`src/rtl/cpuclk_ctrl.sv`:
```
// Lock-qualified clock-enable and CPU reset sequencer for the cpuclk PLL domain.
// Filters PLL lock, sequences cpu_rst, and emits NCH divided clock-enable channels.
module cpuclk_ctrl #(
    parameter int NCH       = 2,
    parameter int DIV_W     = 8,
    parameter int LOCK_FILT = 16,
    parameter int RST_HOLD  = 8
) (
    input  logic                 clk,
    input  logic                 rst,
    input  logic                 locked,
    input  logic [NCH*DIV_W-1:0] div,
    input  logic [1:0]           mode,
    input  logic                 step,
    input  logic                 clr_lost,
    output logic [NCH-1:0]       ce,
    output logic                 cpu_rst,
    output logic                 ready,
    output logic                 lock_lost
);

    localparam logic [1:0] S_WAIT = 2'd0;
    localparam logic [1:0] S_FILT = 2'd1;
    localparam logic [1:0] S_HOLD = 2'd2;
    localparam logic [1:0] S_RUN  = 2'd3;

    localparam logic [1:0] M_HALT = 2'b01;
    localparam logic [1:0] M_STEP = 2'b10;

    localparam int FW = (LOCK_FILT > 1) ? $clog2(LOCK_FILT) : 1;
    localparam int HW = (RST_HOLD > 1) ? $clog2(RST_HOLD) : 1;
    localparam logic [FW-1:0]    LF_LAST = FW'(LOCK_FILT - 1);
    localparam logic [HW-1:0]    HD_LAST = HW'(RST_HOLD - 1);
    localparam logic [DIV_W-1:0] DIV_ONE = DIV_W'(1);

    // A zero divisor behaves as divide-by-one.
    function automatic logic [DIV_W-1:0] eff_div(input logic [DIV_W-1:0] d);
        return (d == '0) ? DIV_ONE : d;
    endfunction

    logic             lock_p0, ls;
    logic [1:0]       state, state_n;
    logic [FW-1:0]    fcnt, fcnt_n, fcnt_inc;
    logic [HW-1:0]    hcnt, hcnt_n;
    logic             lost_set;
    logic             active, active_n;
    logic [DIV_W-1:0] cnt   [NCH];
    logic [DIV_W-1:0] cnt_n [NCH];
    logic [DIV_W-1:0] dreg  [NCH];
    logic [DIV_W-1:0] d_n   [NCH];
    logic [NCH-1:0]   tick_n, ce_n;
    logic             step_q, step_edge, pend, pend_n;

    assign fcnt_inc  = fcnt + 1'b1;
    assign active    = (state == S_HOLD) || (state == S_RUN);
    assign active_n  = (state_n == S_HOLD) || (state_n == S_RUN);
    assign step_edge = step & ~step_q;

    // Sequencer; the filter counts the WAIT_LOCK sample as the first locked cycle.
    always_comb begin
        state_n  = state;
        fcnt_n   = fcnt;
        hcnt_n   = hcnt;
        lost_set = 1'b0;
        case (state)
            S_WAIT: begin
                if (ls) begin
                    state_n = (LOCK_FILT > 1) ? S_FILT : S_HOLD;
                    fcnt_n  = '0;
                    hcnt_n  = '0;
                end
            end
            S_FILT: begin
                if (!ls) begin
                    state_n = S_WAIT;
                end else if (fcnt_inc == LF_LAST) begin
                    state_n = S_HOLD;
                    hcnt_n  = '0;
                end else begin
                    fcnt_n = fcnt_inc;
                end
            end
            S_HOLD: begin
                if (!ls) begin
                    state_n = S_WAIT;
                end else if (hcnt == HD_LAST) begin
                    state_n = S_RUN;
                end else begin
                    hcnt_n = hcnt + 1'b1;
                end
            end
            S_RUN: begin
                if (!ls) begin
                    state_n  = S_WAIT;
                    lost_set = 1'b1;
                end
            end
            default: state_n = S_WAIT;
        endcase
    end

    // Divider channels: the divisor is only re-latched at a wrap or on entry to HOLD.
    always_comb begin
        for (int i = 0; i < NCH; i++) begin
            cnt_n[i]  = '0;
            d_n[i]    = dreg[i];
            if (active_n) begin
                if (!active) begin
                    d_n[i] = eff_div(div[i*DIV_W +: DIV_W]);
                end else if (cnt[i] == dreg[i] - DIV_ONE) begin
                    d_n[i] = eff_div(div[i*DIV_W +: DIV_W]);
                end else begin
                    cnt_n[i] = cnt[i] + DIV_ONE;
                end
            end
            tick_n[i] = active_n && (cnt_n[i] == d_n[i] - DIV_ONE);
        end
    end

    // Channel-0 debug gating; a consuming tick takes priority over a new step edge.
    always_comb begin
        ce_n   = tick_n;
        pend_n = pend;
        if (state_n != S_RUN || mode != M_STEP) begin
            pend_n = 1'b0;
        end else if (pend && tick_n[0]) begin
            pend_n = 1'b0;
        end else if (step_edge) begin
            pend_n = 1'b1;
        end
        if (state_n == S_RUN) begin
            if (mode == M_HALT) begin
                ce_n[0] = 1'b0;
            end else if (mode == M_STEP) begin
                ce_n[0] = tick_n[0] & pend;
            end
        end
    end

    always_ff @(posedge clk or posedge rst) begin
        if (rst) begin
            lock_p0   <= 1'b0;
            ls        <= 1'b0;
            state     <= S_WAIT;
            fcnt      <= '0;
            hcnt      <= '0;
            step_q    <= 1'b0;
            pend      <= 1'b0;
            ce        <= '0;
            cpu_rst   <= 1'b1;
            ready     <= 1'b0;
            lock_lost <= 1'b0;
            for (int i = 0; i < NCH; i++) begin
                cnt[i] <= '0;
            end
        end else begin
            lock_p0   <= locked;
            ls        <= lock_p0;
            state     <= state_n;
            fcnt      <= fcnt_n;
            hcnt      <= hcnt_n;
            step_q    <= step;
            pend      <= pend_n;
            ce        <= ce_n;
            cpu_rst   <= (state_n != S_RUN);
            ready     <= (state_n == S_RUN);
            lock_lost <= lost_set | (lock_lost & ~clr_lost);
            for (int i = 0; i < NCH; i++) begin
                cnt[i] <= cnt_n[i];
            end
        end
    end

    // Latched divisors are reloaded before every use, so they carry no reset.
    always_ff @(posedge clk) begin
        for (int i = 0; i < NCH; i++) begin
            dreg[i] <= d_n[i];
        end
    end

endmodule

```
`config.mk`:
```
export PLATFORM = sky130hd
export DESIGN_NAME = cpuclk_ctrl
export DESIGN_NICKNAME = d
export VERILOG_FILES = /design/src/rtl/cpuclk_ctrl.sv
export SDC_FILE = /design/constraint.sdc
export NUM_CORES = 1
export LEC_CHECK = 0
export CAP_MARGIN = 5
export CORE_ASPECT_RATIO = 0.9
export CORE_MARGIN = 3
export CORE_UTILIZATION = 50
export DETAILED_ROUTE_END_ITERATION = 8
export HOLD_SLACK_MARGIN = 0.15
export PLACE_DENSITY = 0.75
export REMOVE_ABC_BUFFERS = 1
export SLEW_MARGIN = 15
export SYNTH_ARGS = -nofsm -noshare
export SYNTH_HDL_FRONTEND = slang
export SYNTH_SLANG_ARGS = --single-unit
```
`constraint.sdc`:
```
create_clock -name clk -period 6.8 [get_ports clk]
set_input_delay 0.68 -clock clk [delete_from_list [all_inputs] [get_ports clk]]
set_output_delay 0.68 -clock clk [all_outputs]
set_load 0.02 [all_outputs]
```
==> results.md, run 1 <==
- Dpl hpwl: 5420 µm
- Post-synthesis mux area share: 7.88%
- Final clock skew: 0.00694 ns
- Share of the synthesized area in the top cell type: 25.0%
- Die area: 0.00762 mm²
- Core region area: 0.00625 mm²
- CTS Sinks: 50
- Initial antenna violation count: 0
- Adder-cell area share of the yosys netlist: 3.79%
- Setup Buffers After CTS: 0
- Rel. slew slack: 54.5%
- Critical Path AT: 4.09 ns
- Nets: 415
- Post-route clock period utilization: 56.9%
- Antenna diodes: 0
- Outcome: finished clean
- Leak Pwr: 1.63 nW
- Detailed Route WL: 7190 µm
- Post-synth EDFFs: 0
- Max Slew Vio Count: 0
- Largest net degree at the start of global routing: 35
- Post-DRT Antenna Nets: 0
- Main combinational cell family by area after synthesis: simple AND/OR/NAND/NOR gates
- Total number of vias: 2,628
- TritonCTS clock tree: yes
- Design Area, Final: 0.00373 mm²
- Leading area contributor after synthesis: dfrtp_1
- Min cycle time layout: 3.87 ns
- Simple-gate area share of the yosys netlist: 19.3%
- PwrDens: 169 mW/mm²
- CTS Buffer Depth: 2
- Worst vdd ir: 0.117 mV
- Initial core utilization: 52.9%
- WP data required: 7.02 ns
- Setup_tns: 0 ns
- IO Port Bufs: 27
- Synth Area in XOR/XNOR: 14.6%
- Max Freq: 0.258 GHz
- I/O pins: 28
- First-pass GRT wire length: 12,300 µm
- Layout Utilization: 59.7%
- Synth cell count leaders: dfrtp_1 (33), nor2_1 (33), inv_1 (29)
- Slowest library cell on the worst path: a31oi_4
- Synth Area in Compound Gates: 13.9%
- Yosys cell types: 65
- Residual DRC: 0
- RSZ-0062 raised after global routing: no
- Critical path startpoint category: flop
- CTS H-tree depth: 2
- Worst-path cell chain: inv_1, ha_1, or3b_4, o31a_1, o21ai_1, a21oi_1, a31oi_4, inv_1, nand2_1, a21boi_0, ha_1, xnor3_1, nand3_1, nand4b_1, o31a_1
- Post-DP Area: 0.00363 mm²
- Worst-Margin Slew: 0.676 ns
- Post-synthesis register bit count: 50
- Final setup vio count: 0
- Crit Path Max Fanout: 17
- Num CTS Buffers: 5
- Worst-Skew Late Latency: 0.32 ns
- Clk slew on worst S/H paths: 0.10 ns
- Synth-to-Final Area Change: 12.9%
- Total of max-cap violations: 0
- Async SR Flop Fraction: 68.0%
- Row count: 27
- CTS Hold Bufs: 0
- Die H: 83.1 µm
- Post-Syn Area: 0.00330 mm²
- Pre-antenna DRT Iters: 4
- Hold Path Class: reg2reg
- Grt total ovfl: 0
- GRT Util Overall: 20.0%
- Power consumption: 0.632 mW
- Critical Path Sink Type: flop
- Root Driver: clkbuf_8
- Post-Syn Instances: 357
- YS warnings: 0
- Via density per instance: 5.59
- Vias in the first global route: 2,551
- Fraction of layout cells with a size suffix above 1: 7.57%
- Most common flop cell mapped by yosys: dfrtp_1
- Syn Area/Cell: 9.26 µm²
- Largest cells by area after synthesis: dfrtp_1 (25%), dfxtp_1 (9.7%), xor2_1 (7.4%)
- Max stage delay on crit path: 0.56 ns
- Initial DRC count: 149
- Cells resized by post-CTS repair: 0
- Critical path class: reg2reg
- Wirelength per Cell: 15.3 µm
- Final hold violations: 0
- Placer's final routability congestion estimate: 0.890
- Sequential share of the synthesized area: 35.5%
- Die X: 91.7 µm
[path summary, 6_finish.rpt]
path / cells after the start / slack [ns] / from / endpoint
setup / recovery: 15 / 2.93 / dreg[0][0] / pend
hold / removal: 0 / 0.36 / lock_p0 / ls
setup reg to reg: 15 / 2.93 / dreg[0][0] / pend
hold reg to reg: 0 / 0.36 / lock_p0 / ls
max in group asynchronous: 3 / 5.72 / rst / cpu_rst
min in group asynchronous: 3 / 0.75 / rst / step_q
[metrics by stage]
stage,std cells,hold slack (ns),setup WS [ns]
2_1_floorplan,347,0.331,3.41
3_3_place_gp,462,0.336,2.99
3_5_place_dp,462,0.337,2.96
4_1_cts,470,0.363,2.95
5_1_grt,470,0.375,2.51
6_report,470,0.358,2.93
[sequential cells by signal, summed over array words and instances (netlist names)]
| register | flops |
|---|---|
| ls | 1 |
| pend | 1 |
| lock_p0 | 1 |
| hcnt | 3 |
| state | 2 |
| cnt | 16 |
| step_q | 1 |
| lock_lost | 1 |
| fcnt | 4 |
| ce | 2 |
| cpu_rst | 1 |
| dreg | 16 |
| ready | 1 |
[cell type report]
class	count	area [µm²]
Clock buffer	6	82.6
Clock inverter	2	12.5
Fill cell	529	2520
Inverter	29	109
Multi-Input combinational cell	268	1970
Sequential cell	50	1170
Tap cell	87	109
Timing Repair Buffer	28	278
[worst max-delay path, delay by kind of cell (launching register included)]
family	cells	cell delay (ns)
AND/OR/NAND/NOR	4	0.81
AO/OA/AOI/OAI	6	1.63
buffers and inverters	2	0.23
adder cells (fa/ha/maj)	2	0.49
XOR/XNOR	1	0.24
flip-flops	1	0.39
[per-layer routing]
layer	track usage (%)	wire, µm
met4	6.61	135
met3	5.34	483
met5	0	0
met1	28.0	3450
met2	29.9	3120
[kinds of logic after synthesis]
logic type,count (synthesis)
simple gates,119
compound gates,63
xor+xnor,52
flops,50
buf+inv,39
mux,24
fa+ha+maj,10
[where the power goes]
part | switching [mW] | internal (mW) | leakage [nW]
Sequential | 0.0180 | 0.307 | 0.591
Clock | 0.109 | 0.0821 | 0.0472
Combinational | 0.0585 | 0.0577 | 0.996
[cell usage in the layout, fill, tap and decap left out, types with 3 or more instances in the layout]
cell             count
nor2_1              33
dfrtp_1             33
inv_1               29
xor2_1              28
clkdlybuf4s50_1     27
xnor2_1             22
nand2_1             18
dfxtp_1             16
nor3_1              15
o21ai_0             14
mux2i_1             14
nand3_1             11
ha_1                10
a21oi_1              9
mux2_2               7
and3_1               6
clkbuf_8             6
nand2b_1             5
and3b_1              4
nor2b_1              4
nor4_1               4
a31oi_1              4
a21o_1               3
o22ai_1              3
nor3b_1              3
a22o_1               3
Power figures use the tool's default switching activity.
==> run 2: changes to the inputs <==
==> constraint.sdc (replaced) <==
create_clock -name clk -period 3.7 [get_ports clk]
set_input_delay 0.37 -clock clk [delete_from_list [all_inputs] [get_ports clk]]
set_output_delay 0.37 -clock clk [all_outputs]
set_load 0.02 [all_outputs]
==> run 2 against run 1 <==
Net effect:
- utilization is 1.7 points higher
- clock skew is 0.0013 ns lower
- combinational power is 84% higher
- via count is 0.15% lower
- die area stayed put
- power is 100% higher
- worst hold slack worse by 0.0020 ns
- clock power is 140% higher
- flip-flop and latch count stayed put
- largest cell class unchanged
- first-iteration DRC count is 1.3% lower
==> results.md, run 2 (synthesized netlist as in run 1, its figures left out) <==
- Outcome: finished clean
- Post-DRT Antenna Nets: 0 (unchanged)
- GRT Util Overall: 20.5% (+0.48 points)
- Critical Path Sink Type: flop
- Worst r2r src: dreg[0][0]
- WP data required: 3.90 ns (-3.12 ns)
- Initial DRC count: 147 (-1.3%)
- Post-route clock period utilization: 94.8% (+38 points)
- GR Layer Usage met2: 32.0% (+2.1 points)
- Synth-to-Final Area Change: 16.0%
- Worst vdd ir: 0.244 mV (+110%)
- Root Driver: clkbuf_8
- Crit path capture: pend
- Area of the multi-input gates: 0.00198 mm² (+0.57%)
- Sequential cell area: 0.00117 mm² (+0.11%)
- RSZ-0062 raised after global routing: no
- Total number of vias: 2,624 (-0.15%)
- Initial core utilization: 52.9% (unchanged)
- CTS Sinks: 50 (unchanged)
- Via density per instance: 5.51 (-1.4%)
- Worst reg2reg path depth: 13 (-2)
- Initial antenna violation count: 0 (unchanged)
- Core region area: 0.00625 mm² (unchanged)
- I/O pins: 28 (unchanged)
- Detailed Route WL: 7380 µm (+2.8%)
- Crit Path Max Fanout: 10 (-7)
- GRT busiest layer: met2
- Fraction of layout cells with a size suffix above 1: 9.77% (+2.2 points)
- Final setup vio count: 0 (unchanged)
- Die area: 0.00762 mm² (unchanged)
- Critical Path AT: 3.70 ns (-0.39 ns)
- Leak Pwr: 1.69 nW (+3.1%)
- Grt total ovfl: 0 (unchanged)
- Setup_tns: 0 ns (unchanged)
- Largest net degree at the start of global routing: 35 (unchanged)
- Placer's final routability congestion estimate: 0.903 (+1.5%)
- Worst-Skew Late Latency: 0.30 ns (-0.02 ns)
- Fillcell total: 533 (+0.76%)
- Min cycle time layout: 3.51 ns (-0.363 ns)
- PwrDens: 331 mW/mm² (+95%)
- Hold Path Class: reg2reg
- Worst Setup SP: dreg[0][0]
- Largest regs: cnt (16), dreg (16), fcnt (4)
- Die H: 83.1 µm (unchanged)
- TritonCTS clock tree: yes
- Final hold violations: 0 (unchanged)
- Final clock skew: 0.00564 ns (-0.00130 ns)
- CTS H-tree depth: 2 (unchanged)
- Residual DRC: 0 (unchanged)
- IO Port Bufs: 27 (unchanged)
- CTS Buffer Depth: 2 (unchanged)
- First-pass GRT wire length: 12,800 µm (+4.6%)
- CTS Hold Bufs: 0 (unchanged)
- Hold WS: 0.356 ns (-0.00202 ns)
- Critical path class: reg2reg
- Nets: 421 (+1.4%)
- Max Slew Vio Count: 0 (unchanged)
- Met3 Usage GRT: 4.53% (-0.82 points)
- Rel. slew slack: 49.3% (-5.2 points)
- Num CTS Buffers: 5 (unchanged)
- Worst-Margin Slew: 0.752 ns (+0.0766 ns)
- Max Freq: 0.285 GHz (+10%)
- Row count: 27 (unchanged)
- Critical path startpoint category: flop
- Setup Buffers After CTS: 0 (unchanged)
- Met1 Use GR: 28.6% (+0.52 points)
- Die X: 91.7 µm (unchanged)
- Pre-antenna DRT Iters: 4 (unchanged)
- Clk slew on worst S/H paths: 0.09 ns (about the same)
- Highest-count cells in the layout ignoring fill and taps: nor2_1 (33), dfrtp_1 (33), inv_1 (29)
- Dpl hpwl: 5750 µm (+6.1%)
- Wirelength per Cell: 15.5 µm (+1.5%)
- FF-to-FF End: pend
- Total of max-cap violations: 0 (unchanged)
- Antenna diodes: 0 (unchanged)
- R2R Setup Slk: 0.19 ns (-2.74 ns)
- Vias in the first global route: 2,635 (+3.3%)
- Cells resized by post-CTS repair: 0 (unchanged)
## run 2: changes by cell type in the layout (fill, tap and decap cells not counted), sizes merged
cell and delta:
buf +6, bufinv +2, clkbuf -1, clkinvlp -1
## run 2: through the flow
stage	instance area (µm²)	std cells	utilization (%)	power, mW	worst slack [ns]
after CTS	3820	476	61.1	1.28	0.162
final	3830	476	61.3	1.27	0.194
after global placement	3680	468	58.9	0.813	0.248
after global routing	3830	476	61.3	1.34	0.0182
after floorplan	3250	347	-	0.751	0.307
after detailed placement	3680	468	58.9	0.821	0.188
## run 2: worst max-delay path: stages, from the launching register on
cell	delay [ns]
dfxtp_1	0.32
inv_1	0.09
ha_1	0.27
or3b_4	0.42
o21a_1	0.21
nor4_4	0.37
a31oi_4	0.17
buf_4	0.21
a21o_1	0.20
ha_1	0.20
xnor3_1	0.37
nand3_1	0.07
nand4b_1	0.23
o31a_1	0.27
## run 2: layer usage
metal / part of all wire [%] / vias to the layer above
met5: 0 / -
met4: 0.98 / 0
met3: 6.3 / 8
met2: 46 / 74
met1: 47 / 1226
li1: - / 1316
## run 2: cell type report
class / count / share of cell area [%]
Multi-Input combinational cell: 268 / 51.6
Sequential cell: 50 / 30.6
Timing Repair Buffer: 34 / 8.52
Inverter: 29 / 2.84
Tap cell: 87 / 2.84
Clock buffer: 5 / 1.80
Clock inverter: 3 / 1.80
## run 2: power breakdown
part	switching (mW)	internal, mW	total, mW
logic	0.106	0.108	0.213
clock network	0.187	0.271	0.458
registers	0.0339	0.565	0.598
total	0.327	0.943	1.27
## run 2: worst min path at each step
stage / slack [ns] / cells after the start / start / endpoint
floorplan: 0.33 / 0 / lock_p0 / ls
global placement: 0.34 / 0 / lock_p0 / ls
detailed placement: 0.34 / 0 / lock_p0 / ls
CTS: 0.36 / 0 / lock_p0 / ls
global route: 0.38 / 0 / lock_p0 / ls
finish: 0.36 / 0 / lock_p0 / ls
==> run 3: changes to the inputs <==
--- a/config.mk
+++ b/config.mk
@@ -7,7 +7,7 @@
 export LEC_CHECK = 0
 export CAP_MARGIN = 5
 export CORE_ASPECT_RATIO = 0.9
-export CORE_MARGIN = 3
+export CORE_MARGIN = 1.5
 export CORE_UTILIZATION = 50
 export DETAILED_ROUTE_END_ITERATION = 8
 export HOLD_SLACK_MARGIN = 0.15
==> run 3 against run 2 <==
Net effect:
- sequential power is essentially flat
- final area shrank 0.33%
- via count grew 3.0%
- wire length grew 0.42%
- critical path type unchanged
- critical endpoint unchanged
==> results.md, run 3 (synthesized netlist as in run 1, its figures left out) <==
- Critical path class: reg2reg
- Post-route clock period utilization: 94.6% (-0.15 points)
- Die X: 88.7 µm (-3.3%)
- Total of max-cap violations: 0 (unchanged)
- Critical path startpoint category: flop
- Pre-antenna DRT Iters: 5 (+1)
- Post-Layout Cell Count: 479 (+0.63%)
- Via density per instance: 5.65 (+2.4%)
- Hold_sp: lock_p0
- Hold Path Class: reg2reg
- RSZ-0062 raised after global routing: no
- Setup_tns: 0 ns (unchanged)
- GRT Util Overall: 22.1% (+1.6 points)
- PwrDens: 301 mW/mm² (-9.2%)
- Critical Path Sink Type: flop
- Critical Path AT: 3.70 ns (about the same)
- Outcome: finished clean
- Largest regs: cnt (16), dreg (16), fcnt (4)
- Worst Setup SP: dreg[0][0]
- TritonCTS clock tree: yes
- Dpl hpwl: 5540 µm (-3.7%)
- Worst-Skew Late Latency: 0.31 ns (about the same)
- Largest net degree at the start of global routing: 35 (unchanged)
- IO Port Bufs: 27 (unchanged)
- I/O pins: 28 (unchanged)
- Placer's final routability congestion estimate: 0.888 (-1.7%)
- Synth-to-Final Area Change: 15.6%
- Num CTS Buffers: 5 (unchanged)
- Max Slew Vio Count: 0 (unchanged)
- Core region area: 0.00625 mm² (unchanged)
- Worst-Margin Slew: 0.730 ns (-0.0220 ns)
- Row count: 27 (unchanged)
- Initial core utilization: 52.9% (unchanged)
- Highest-count cells in the layout ignoring fill and taps: nor2_1 (33), dfrtp_1 (33), inv_1 (29)
- WP data required: 3.90 ns (about the same)
- Hold WS: 0.361 ns (+0.00429 ns)
- Wirelength per Cell: 15.5 µm (-0.21%)
- Final setup vio count: 0 (unchanged)
- Root Driver: clkbuf_8
- Clk slew on worst S/H paths: 0.10 ns (about the same)
- Die H: 80.1 µm (-3.6%)
- Final clock skew: 0.00919 ns (+0.00355 ns)
- Vias in the first global route: 2,505 (-4.9%)
- Leak Pwr: 1.67 nW (-0.68%)
- Crit Path Max Fanout: 7 (-3)
- Fraction of layout cells with a size suffix above 1: 10.5% (+0.69 points)
- First-pass GRT wire length: 12,100 µm (-5.4%)
- CTS Buffer Depth: 2 (unchanged)
- Nets: 424 (+0.71%)
- Worst r2r src: dreg[0][0]
- Placed instance count: 468 (unchanged)
- Die area: 0.00711 mm² (-6.8%)
- Initial DRC count: 240 (+63%)
- Residual DRC: 0 (unchanged)
- Initial antenna violation count: 0 (unchanged)
- Grt total ovfl: 0 (unchanged)
- CTS H-tree depth: 2 (unchanged)
- CTS Sinks: 50 (unchanged)
- Worst vdd ir: 0.263 mV (+7.5%)
- CTS Hold Bufs: 0 (unchanged)
- Rel. slew slack: 50.8% (+1.5 points)
- Final hold violations: 0 (unchanged)
- Detailed Route WL: 7410 µm (+0.42%)
- Antenna diodes: 0 (unchanged)
- Total number of vias: 2,704 (+3.0%)
- Post-DRT Antenna Nets: 0 (unchanged)
- Min cycle time layout: 3.50 ns (-0.00559 ns)
- Max Freq: 0.286 GHz (+0.16%)
[run 3: changes by cell type in the layout (fill, tap and decap cells not counted), sizes merged]
cell,delta
bufinv,-2
buf,+2
clkinvlp,+1
a31oi,+1
inv,+1
[run 3: metrics by stage]
step,cell area [µm²],power [mW],util (%),setup WS [ns]
after CTS,3770,1.15,60.4,0.0202
after detailed placement,3680,0.823,58.9,0.0362
after floorplan,3250,0.751,-,0.307
final,3820,1.15,61.1,0.199
after global routing,3820,1.21,61.1,0.00199
after global placement,3680,0.816,58.9,0.0163
[run 3: final cells by class]
cell class | instances | area [µm²]
flip-flops and latches | 50 | 1170
fillers | 534 | 2430
multi-input cells | 269 | 1980
repair buffers | 36 | 350
well taps | 87 | 109
inverters | 29 | 109
clock buffers | 5 | 68.8
clock inverters | 3 | 25.0
[run 3: repair_timing]
| action | 4_1_cts | 5_1_grt |
|---|---|---|
| setup endpoints to repair | 0 | 3 |
| buffers inserted | 0 | 2 |
| resized for setup | 0 | 6 |
| hold endpoints to repair | 0 | 0 |
[run 3: worst paths after layout]
path / endpoint / slack [ns] / cells after the start
max reg2reg: pend / 0.20 / 14
max in group asynchronous: cpu_rst / 2.92 / 3
min in group asynchronous: step_q / 0.46 / 3
max: pend / 0.20 / 14
min reg2reg: ls / 0.36 / 0
min: ls / 0.36 / 0
[run 3: per-layer routing]
metal | routed length (µm) | up-vias | global-route usage [%] | part of all wire, %
met4 | 62 | 0 | 4.06 | 0.84
met2 | 3250 | 92 | 33.0 | 44
met1 | 3630 | 1277 | 33.8 | 49
li1 | - | 1324 | - | -
met3 | 467 | 11 | 3.49 | 6.3
met5 | 0 | - | 0 | 0
[run 3: critical path: stages (launching register included)]
cell      delay (ns)
dfxtp_2         0.37
inv_1           0.08
ha_1            0.25
or3b_4          0.42
o21a_1          0.20
nor4_4          0.41
a31oi_4         0.20
inv_1           0.11
nand2_1         0.05
a21boi_1        0.14
ha_1            0.23
xnor3_1         0.38
nand3_1         0.07
nand4b_1        0.22
o31a_1          0.26
[run 3: power breakdown]
part | total [mW] | switching, mW | internal (mW)
Clock | 0.335 | 0.198 | 0.137
Sequential | 0.597 | 0.0325 | 0.565
Combinational | 0.218 | 0.109 | 0.109
Total | 1.15 | 0.339 | 0.810
